==> src/rtl/game_ctrl.sv <==
// game_ctrl: match sequencer and paddle-drive scheduler for the Pong top level.
//
// Runs the IDLE -> SERVE -> PLAY -> POINT/OVER flow and keeps both scores.
// Turns held buttons (or the paddle-2 tracker) into fixed-length up/down strobes
// that start one cycle after a move-window frameTick. Also drives bar/ball control.
//
// Ports
//   PixelClock            sole clock, rising edge
//   Reset                 asynchronous, active-low
//   frameTick             one-cycle pulse per frame
//   start                 one-cycle start/restart pulse
//   up1/down1, up2/down2  player buttons (level, already synchronised)
//   aiEn                  1 = paddle 2 follows the tracker, buttons ignored
//   ballY                 ball centre y
//   bar2Top/bar2Bottom    paddle-2 extent
//   missL/missR           one-cycle pulse when the ball passes an edge
//   barUp1/barDown1,
//   barUp2/barDown2       paddle move strobes
//   barReset              holds both bars at home
//   ballReset             holds ball at serve position
//   ballEnable            ball motion allowed
//   scoreL/scoreR         scores
//   gameOver              match finished
//   state                 IDLE=0 SERVE=1 PLAY=2 POINT=3 OVER=4
// All outputs are registered.

module game_ctrl #(
    parameter int unsigned WinScore    = 9,
    parameter int unsigned ServeFrames = 60,
    parameter int unsigned MoveStep    = 4,
    parameter int unsigned MovePeriod  = 1,
    parameter int unsigned AiDeadband  = 8
) (
    input  logic        PixelClock,
    input  logic        Reset,
    input  logic        frameTick,
    input  logic        start,
    input  logic        up1,
    input  logic        down1,
    input  logic        up2,
    input  logic        down2,
    input  logic        aiEn,
    input  logic [10:0] ballY,
    input  logic [10:0] bar2Top,
    input  logic [10:0] bar2Bottom,
    input  logic        missL,
    input  logic        missR,
    output logic        barUp1,
    output logic        barDown1,
    output logic        barUp2,
    output logic        barDown2,
    output logic        barReset,
    output logic        ballReset,
    output logic        ballEnable,
    output logic [3:0]  scoreL,
    output logic [3:0]  scoreR,
    output logic        gameOver,
    output logic [2:0]  state
);

    typedef enum logic [2:0] {
        StIdle  = 3'd0,
        StServe = 3'd1,
        StPlay  = 3'd2,
        StPoint = 3'd3,
        StOver  = 3'd4
    } state_e;

    localparam logic [3:0]  WinVal     = 4'(WinScore);
    localparam logic [7:0]  ServeLast  = 8'(ServeFrames - 1);
    localparam logic [3:0]  StepLast   = 4'(MoveStep - 1);
    localparam logic [3:0]  PhaseLast  = 4'(MovePeriod - 1);
    localparam logic [11:0] Deadband   = 12'(AiDeadband);

    state_e      state_q, state_d;
    logic [3:0]  score_l_q, score_l_d;
    logic [3:0]  score_r_q, score_r_d;
    logic [7:0]  frame_cnt_q, frame_cnt_d;
    logic [3:0]  phase_q, phase_d;
    logic [3:0]  strobe_cnt_q, strobe_cnt_d;
    logic        up1_q, up1_d, down1_q, down1_d;
    logic        up2_q, up2_d, down2_q, down2_d;
    logic        bar_reset_q, bar_reset_d;
    logic        ball_reset_q, ball_reset_d;
    logic        ball_enable_q, ball_enable_d;
    logic        game_over_q, game_over_d;

    function automatic logic is_active(input state_e s);
        return (s == StServe) || (s == StPlay) || (s == StPoint);
    endfunction

    // Tracker: all arithmetic 12 bits wide so nothing wraps.
    logic [11:0] bar2_sum, centre, ball_ext, ball_plus_db, centre_plus_db;
    logic        ai_up, ai_down;
    logic        req_up1, req_down1, req_up2, req_down2;
    logic        window;

    always_comb begin
        bar2_sum       = {1'b0, bar2Top} + {1'b0, bar2Bottom};
        centre         = {1'b0, bar2_sum[11:1]};
        ball_ext       = {1'b0, ballY};
        ball_plus_db   = ball_ext + Deadband;
        centre_plus_db = centre + Deadband;
        ai_up          = ball_plus_db < centre;
        ai_down        = ball_ext > centre_plus_db;

        // Both or neither button pressed means no move.
        req_up1   = up1 & ~down1;
        req_down1 = down1 & ~up1;
        req_up2   = aiEn ? ai_up   : (up2 & ~down2);
        req_down2 = aiEn ? ai_down : (down2 & ~up2);
    end

    assign window = frameTick && is_active(state_q) && (phase_q == PhaseLast);

    // Match flow and scores.
    always_comb begin
        state_d   = state_q;
        score_l_d = score_l_q;
        score_r_d = score_r_q;
        unique case (state_q)
            StIdle: begin
                if (start) begin
                    state_d   = StServe;
                    score_l_d = 4'd0;
                    score_r_d = 4'd0;
                end
            end
            StServe: begin
                if (frameTick && (frame_cnt_q == ServeLast)) state_d = StPlay;
            end
            StPlay: begin
                if (missL && missR) begin
                    state_d = StPoint;
                end else if (missL) begin
                    if (score_r_q < WinVal) score_r_d = score_r_q + 4'd1;
                    state_d = (score_r_q + 4'd1 == WinVal) ? StOver : StPoint;
                end else if (missR) begin
                    if (score_l_q < WinVal) score_l_d = score_l_q + 4'd1;
                    state_d = (score_l_q + 4'd1 == WinVal) ? StOver : StPoint;
                end
            end
            StPoint: begin
                if (frameTick && (frame_cnt_q == ServeLast)) state_d = StServe;
            end
            StOver: begin
                if (start) begin
                    state_d   = StServe;
                    score_l_d = 4'd0;
                    score_r_d = 4'd0;
                end
            end
            default: state_d = StIdle;
        endcase
    end

    // Frame, phase and strobe counters.
    always_comb begin
        frame_cnt_d = frame_cnt_q;
        if (state_d != state_q) begin
            frame_cnt_d = 8'd0;
        end else if (frameTick && ((state_q == StServe) || (state_q == StPoint))) begin
            frame_cnt_d = frame_cnt_q + 8'd1;
        end

        phase_d = phase_q;
        if (!is_active(state_q)) begin
            phase_d = 4'd0;
        end else if (frameTick) begin
            phase_d = (phase_q == PhaseLast) ? 4'd0 : phase_q + 4'd1;
        end

        strobe_cnt_d = strobe_cnt_q;
        up1_d        = up1_q;
        down1_d      = down1_q;
        up2_d        = up2_q;
        down2_d      = down2_q;
        if (!is_active(state_d)) begin
            // Leaving the active states kills any strobe in flight.
            strobe_cnt_d = 4'd0;
            up1_d        = 1'b0;
            down1_d      = 1'b0;
            up2_d        = 1'b0;
            down2_d      = 1'b0;
        end else if (window) begin
            // Requests are latched here; later button changes do not matter.
            strobe_cnt_d = StepLast;
            up1_d        = req_up1;
            down1_d      = req_down1;
            up2_d        = req_up2;
            down2_d      = req_down2;
        end else if (strobe_cnt_q != 4'd0) begin
            strobe_cnt_d = strobe_cnt_q - 4'd1;
        end else begin
            up1_d   = 1'b0;
            down1_d = 1'b0;
            up2_d   = 1'b0;
            down2_d = 1'b0;
        end
    end

    // Control outputs follow the next state so they line up with the state output.
    always_comb begin
        bar_reset_d   = (state_d == StIdle);
        ball_reset_d  = (state_d != StPlay);
        ball_enable_d = (state_d == StPlay);
        game_over_d   = (state_d == StOver);
    end

    always_ff @(posedge PixelClock or negedge Reset) begin
        if (!Reset) begin
            state_q       <= StIdle;
            score_l_q     <= 4'd0;
            score_r_q     <= 4'd0;
            frame_cnt_q   <= 8'd0;
            phase_q       <= 4'd0;
            strobe_cnt_q  <= 4'd0;
            up1_q         <= 1'b0;
            down1_q       <= 1'b0;
            up2_q         <= 1'b0;
            down2_q       <= 1'b0;
            bar_reset_q   <= 1'b1;
            ball_reset_q  <= 1'b1;
            ball_enable_q <= 1'b0;
            game_over_q   <= 1'b0;
        end else begin
            state_q       <= state_d;
            score_l_q     <= score_l_d;
            score_r_q     <= score_r_d;
            frame_cnt_q   <= frame_cnt_d;
            phase_q       <= phase_d;
            strobe_cnt_q  <= strobe_cnt_d;
            up1_q         <= up1_d;
            down1_q       <= down1_d;
            up2_q         <= up2_d;
            down2_q       <= down2_d;
            bar_reset_q   <= bar_reset_d;
            ball_reset_q  <= ball_reset_d;
            ball_enable_q <= ball_enable_d;
            game_over_q   <= game_over_d;
        end
    end

    assign barUp1     = up1_q;
    assign barDown1   = down1_q;
    assign barUp2     = up2_q;
    assign barDown2   = down2_q;
    assign barReset   = bar_reset_q;
    assign ballReset  = ball_reset_q;
    assign ballEnable = ball_enable_q;
    assign scoreL     = score_l_q;
    assign scoreR     = score_r_q;
    assign gameOver   = game_over_q;
    assign state      = state_q;

endmodule
==> config.mk <==
export PLATFORM = sky130hd
export DESIGN_NAME = game_ctrl
export DESIGN_NICKNAME = d
export VERILOG_FILES = /design/src/rtl/game_ctrl.sv
export SDC_FILE = /design/constraint.sdc
export NUM_CORES = 1
export LEC_CHECK = 0
export ABC_AREA = 1
export ABC_CLOCK_PERIOD_IN_PS = 2900
export CAP_MARGIN = 40
export CORE_MARGIN = 2
export CORE_UTILIZATION = 50
export DETAILED_ROUTE_END_ITERATION = 16
export PLACE_DENSITY = 0.78
export SLEW_MARGIN = 40
export SYNTH_ARGS = -nofsm -noshare
export SYNTH_HDL_FRONTEND = slang
export SYNTH_SLANG_ARGS = --single-unit
==> constraint.sdc <==
create_clock -name PixelClock -period 2.9 [get_ports PixelClock]
set_input_delay 0.58 -clock PixelClock [delete_from_list [all_inputs] [get_ports PixelClock]]
set_output_delay 0.58 -clock PixelClock [all_outputs]
set_load 0.01 [all_outputs]
==> results of run 1 <==
==> critical path, stage by stage <==
cell and delay, ps:
dlygate4sd2_1 260, ha_4 350, nand2_4 80, nor2_2 140, nand2_2 110, nand3_1 110, nand2_2 110, nand3_4 130
nor2_4 40, xor2_1 160, ha_1 320, nand2_2 80, nor2_1 120, nor2_1 50, nand2_1 60, nand2_1 50
nand2_1 80, nand2_2 50, a21boi_2 120, nand2_1 60, nand2_1 80, nand3_1 110, nand2_1 110
==> cell type report <==
| class | instances | area [µm²] |
|---|---|---|
| clock buffers | 5 | 68.8 |
| flip-flops and latches | 35 | 878 |
| inverters | 75 | 289 |
| well taps | 77 | 96.3 |
| multi-input cells | 347 | 2610 |
| repair buffers | 126 | 1100 |
| clock inverters | 3 | 43.8 |
| fillers | 392 | 1330 |
==> power by group <==
part	switching [mW]	total, mW	leakage (nW)	internal (mW)
Sequential	0.113	0.730	0.461	0.617
Clock	0.194	0.450	0.0581	0.256
Combinational	1.05	1.86	2.01	0.812
==> logic make-up (layout without fill, tap and decap cells) <==
family / after synthesis / in the layout / synth area share (%)
AND/OR/NAND/NOR: 230 / 230 / 32.9
XOR/XNOR: 31 / 31 / 8.72
multiplexers: 2 / 2 / 0.631
buffers and inverters: 75 / 209 / 8.35
adder cells (fa/ha/maj): 42 / 42 / 15.8
AO/OA/AOI/OAI: 42 / 42 / 7.54
flip-flops: 35 / 35 / 26.1
==> path summary, 6_finish.rpt <==
check / to / slack [ps]
hold reg to reg: barUp2 / 510
setup / recovery: barDown2 / -270
max in group asynchronous: barReset / 1860
hold / removal: barUp2 / 510
min in group asynchronous: scoreR[0] / 690
setup reg to reg: barDown2 / 900
==> cell usage in the layout, fill, tap and decap left out, drive strengths merged, types with 13 or more instances in the layout <==
master	Yosys	routed
nand2	117	117
inv	74	74
buf	0	74
nor2	51	51
clkdlybuf4s50	0	44
ha	41	41
nand3	39	39
dfrtp	33	33
xor2	22	22
a21oi	18	18
o21ai	13	13
==> metrics by stage <==
step | power [mW] | area [µm²] | utilization (%)
3_3_place_gp | 2.28 | 4480 | 69.7
6_report | 3.04 | 5090 | 79.3
5_1_grt | 3.27 | 5090 | 79.3
3_5_place_dp | 2.34 | 4480 | 69.7
4_1_cts | 2.88 | 4840 | 75.4
2_1_floorplan | 1.76 | 3450 | -
==> repair_timing <==
| action | in CTS | in global routing |
|---|---|---|
| gates resized for setup | 86 | 43 |
| setup buffers | 15 | 8 |
| endpoints found under the setup margin | 2 | 2 |
| pin swaps | 28 | 38 |
==> registers in the layout, indices dropped and copies added (netlist names) <==
name and count:
scoreL 4, ballReset 1, barUp1 1, strobe_cnt_q 4, phase_q 4, barDown1 1, barUp2 1, frame_cnt_q 8
gameOver 1, state 3, ballEnable 1, barReset 1, scoreR 4, barDown2 1
==> routing by layer <==
metal / global-route usage, % / vias up / part of all wire [%]
met5: 0 / - / 0
met3: 3.27 / 41 / 4.6
met2: 45.7 / 144 / 52
li1: - / 1735 / -
met4: 11.7 / 0 / 4.8
met1: 28.8 / 1726 / 39
==> flow_metrics.py, run 1 <==
metrics = {
    "run_status": {
        "status": "finished with violations",
        "violations": "negative setup slack",
    },
    "setup_path": {
        "rr_worst_depth": 15,
        "arrival_ps": 3390,
        "crit_fanout": 4,
        "crit_start": "bar2Top[5]",
        "crit_type": "in -> reg",
        "worstReg2RegStart": "scoreL[0]",
        "critPathLaunchType": "input port",
        "critPathRequiredTime_ps": 3120,
        "endpoint_kind": "flip-flop",
    },
    "routing": {
        "vias_per_cell": 5.46,
        "drt-total-wl_um": 10400,
        "initialDrtViolationCount": 179,
        "first_pass_iters": 4,
        "ant_nets": 0,
        "vias": 3646,
        "wl_per_cell_um": 15.5,
        "drc": 0,
    },
    "timing": {
        "setup_ws_ps": -269,
        "whs_ps": 510,
        "fin_crit_ps": 3170,
        "worst-slew-pin-transition_ps": 560,
        "slew_headroom_pct": 62.7,
        "drv_slew": 0,
        "skew_ps": 8.04,
        "layout_worst_path_cycle_share_pct": 109,
        "fin_tns_setup_ps": -304,
        "max_freq_mhz": 316,
        "hold_viol": 0,
        "setup_viol": 2,
        "rsz0062_at_grt": "yes",
    },
    "clocking": {
        "cts-root-buf": "clkbuf_8",
        "cts_tree": "done",
        "ctsHtreeMaxLevel": 2,
        "hold_buffers": 0,
        "cts.clk_slew.worst_paths_ps": 80,
        "clock_sinks": 35,
        "cts_buffers": 5,
        "clock_latency_ps": 290,
        "clk_path_buf_depth": 2,
    },
    "placement": {
        "dp_hpwl_um": 6460,
        "gp_congestion": 0.864,
        "place_inst": 637,
        "io_buffers": 62,
        "place_ws_ps": -833,
    },
    "grt": {
        "grtUsageTotal_pct": 25.0,
        "overflow": 0,
        "grt_max_degree": 36,
        "grt_pass1_vias": 3425,
        "grt_pass1_wl_um": 15000,
        "antenna_found_initial": 0,
    },
    "synthesis": {
        "synthCells": 457,
        "synth_edf_count": 0,
        "syn_area_um2": 3370,
        "synthArstFlopShare_pct": 100,
        "ys_seq_area_share_pct": 26.1,
        "yosysUniqueCellTypes": 41,
        "yosysWarnings": 0,
        "avgSynthCellArea_um2": 7.38,
        "yosysMostFrequentCell": "nand2_1",
        "ys_ff_latch": 35,
        "yosys-top-cells-count": "nand2_1, inv_1, ha_1",
        "synth_top_area_cell": "dfrtp_1",
        "synth_top_cells_by_area": "dfrtp_1, ha_1, nand2_1",
        "yosysTopAreaCellShare_pct": 24.5,
        "synth_ff_type": "dfrtp_1",
        "synth_fp_nets": 543,
    },
    "hold_path": {
        "worstHoldStart": "barUp2",
        "hold-path-cell-count": 2,
        "hp-class": "reg -> reg",
    },
    "die": {
        "start_util_pct": 52.5,
        "die_height_um": 86.1,
        "dieArea_um2": 7410,
        "rows": 29,
        "die_x_um": 86.1,
        "fp.coreArea_um2": 6420,
        "ios": 63,
    },
    "finish": {
        "stdcell_count": 668,
        "syn2layout_area_growth_pct": 51.2,
        "drive_above_1_share_pct": 32.5,
        "nNetsFinal": 676,
        "antenna_cells": 0,
    },
    "job": {
        "cap_viol_max_count": 0,
    },
    "power_and_ir_drop": {
        "ir_worst_vdd_mv": 0.314,
        "powerDensity_nw_per_um2": 597,
        "p_leak_nw": 2.53,
    },
}
(Power assumes the default switching activity.)
==> run 2: changes to the inputs <==
- CORE_MARGIN: 2 -> 3
- CORE_UTILIZATION: 50 -> 46
- PLACE_DENSITY: 0.78 -> 0.73
==> run 2 against run 1 <==
The run still ends with negative setup slack left. Die area up 13%. Final cell count up 2.2%. Clock skew up 2.8 ps. Cell area down 1.7%. Setup slack better by 140 ps. Critical endpoint unchanged. Largest power group unchanged.
==> flow_metrics.py, run 2 (synthesis gave the netlist of run 1 again) <==
metrics = {
    "clocking": {
        "cts-root-buf": "clkbuf_8",
        "cts_tree": "done",
        "ctsHtreeMaxLevel": 2,
        "hold_buffers": 0,
        "clock_latency_ps": 290,
        "clock_sinks": 35,
        "cts_buffers": 5,
        "cts.clk_slew.worst_paths_ps": 90,
        "clk_path_buf_depth": 2,
    },
    "setup_path": {
        "endpoint_kind": "flip-flop",
        "crit_type": "in -> reg",
        "crit_fanout": 3,
        "critPathRequiredTime_ps": 3140,
        "arrival_ps": 3260,
        "critPathLaunchType": "input port",
    },
    "finish": {
        "largest_reg_flops": 8,
        "nNetsFinal": 672,
        "post-route-util_pct": 72.1,
        "drive_above_1_share_pct": 31.9,
        "syn2layout_area_growth_pct": 48.6,
        "layout_common_cells": "nand2_1, inv_1, buf_4, clkdlybuf4s50_1",
        "final_common_cell": "nand2_1",
        "top_register": "frame_cnt_q",
        "antenna_cells": 0,
    },
    "die": {
        "ios": 63,
        "die_height_um": 91.6,
        "rows": 30,
        "die_x_um": 91.6,
        "start_util_pct": 48.5,
        "fp.coreArea_um2": 6940,
        "dieArea_um2": 8390,
    },
    "grt": {
        "grt_max_degree": 36,
        "antenna_found_initial": 0,
        "grt_pass1_vias": 3479,
        "grtUsageTotal_pct": 21.2,
        "grt_pass1_wl_um": 14800,
        "overflow": 0,
    },
    "routing": {
        "initialDrtViolationCount": 144,
        "wl_per_cell_um": 13.9,
        "drt-total-wl_um": 9530,
        "ant_nets": 0,
        "first_pass_iters": 4,
        "drc": 0,
        "vias_per_cell": 5.12,
        "vias": 3497,
    },
    "power_and_ir_drop": {
        "p_leak_nw": 2.46,
        "ir_worst_vdd_mv": 0.293,
        "powerDensity_nw_per_um2": 579,
        "total_power_mw": 2.90,
    },
    "timing": {
        "max_freq_mhz": 331,
        "rsz0062_at_grt": "yes",
        "slew_headroom_pct": 65.0,
        "layout_worst_path_cycle_share_pct": 104,
        "worst-slew-pin-transition_ps": 526,
        "fin_crit_ps": 3020,
        "drv_slew": 0,
        "setup_viol": 1,
        "setup_ws_ps": -124,
        "skew_ps": 10.8,
        "hold_viol": 0,
    },
    "hold_path": {
        "hp-class": "reg -> reg",
    },
    "placement": {
        "io_buffers": 62,
        "dp_hpwl_um": 6440,
        "gp_congestion": 0.875,
    },
    "run_status": {
        "status": "finished with violations",
        "violations": "negative setup slack",
    },
    "job": {
        "cap_viol_max_count": 0,
    },
}
==> run 2: cell types whose count changed in the layout (fill, tap and decap cells not counted), moves of 2 or more <==
cell,delta
dlygate4sd2_1,+3
nor2_2,+4
dlymetal6s2s_1,-3
buf_4,-4
clkinvlp_4,+2
nand2_2,+2
inv_2,+2
nand2_4,-2
ha_1,+2
nor2_1,-2
nor2_4,-2
==> run 2: final cells by class <==
class / instances / area, µm²
clock buffers: 5 / 68.8
repair buffers: 122 / 1060
fillers: 512 / 1940
well taps: 96 / 120
multi-input cells: 347 / 2570
inverters: 75 / 287
flip-flops and latches: 35 / 878
clock inverters: 3 / 23.8
==> run 2: worst paths after layout <==
path | endpoint | slack [ps] | from | cells after the start
worst max-delay path | barDown2 | -120 | bar2Top[3] | 25
worst min-delay path | barUp1 | 520 | barUp1 | 2
worst max register to register | strobe_cnt_q[2] | 1000 | scoreR[0] | 11
worst min register to register | barUp1 | 520 | barUp1 | 2
max in group asynchronous | ballReset | 1850 | Reset | 2
min in group asynchronous | barUp1 | 720 | Reset | 2
==> run 2: layer usage <==
metal / vias up / wire [µm] / GRT usage [%]
met2: 109 / 4920 / 40.0
met4: 0 / 448 / 9.30
met1: 1630 / 3770 / 23.1
met5: - / 0 / 0
li1: 1719 / - / -
met3: 39 / 388 / 3.23
==> run 2: power breakdown <==
part / total [mW] / internal, mW / switching, mW / leakage (nW)
registers: 0.729 / 0.617 / 0.112 / 0.461
clock network: 0.369 / 0.172 / 0.197 / 0.0408
logic: 1.80 / 0.792 / 1.01 / 1.96
total: 2.90 / 1.58 / 1.32 / 2.46
==> run 2: repair_timing <==
action,in CTS,in global routing
hold endpoints to repair,0,0
gates resized for setup,91,31
buffers inserted,15,4
pin swaps,42,40
endpoints found under the setup margin,2,2
==> run 2: critical path, cell delays in order <==
cell and delay [ps]:
buf_2 110, ha_4 250, nand2_4 90, inv_2 40
nand2_2 80, nand3_2 110, xnor2_2 210, inv_2 80
ha_4 170, nand3_4 80, nor2_4 50, buf_4 130
buf_4 130, buf_4 120, buf_4 120, buf_4 120
buf_4 120, buf_4 120, buf_4 120, buf_4 130
nand3_2 60, nand2_1 50, nand2_1 60, nand3_1 60
nand2_1 70
==> run 2: metrics by stage <==
step | std cells | cell area [µm²] | TNS [ps] | hold WS (ps) | setup slack (ps)
global placement | 656 | 4500 | -1160 | 497 | -687
global route | 683 | 5010 | -316 | 561 | -288
floorplan | 457 | 3450 | -93.7 | 284 | -93.7
finish | 683 | 5010 | -124 | 520 | -124
CTS | 679 | 4850 | -7.19 | 522 | -7.19
detailed placement | 656 | 4500 | -1320 | 502 | -783
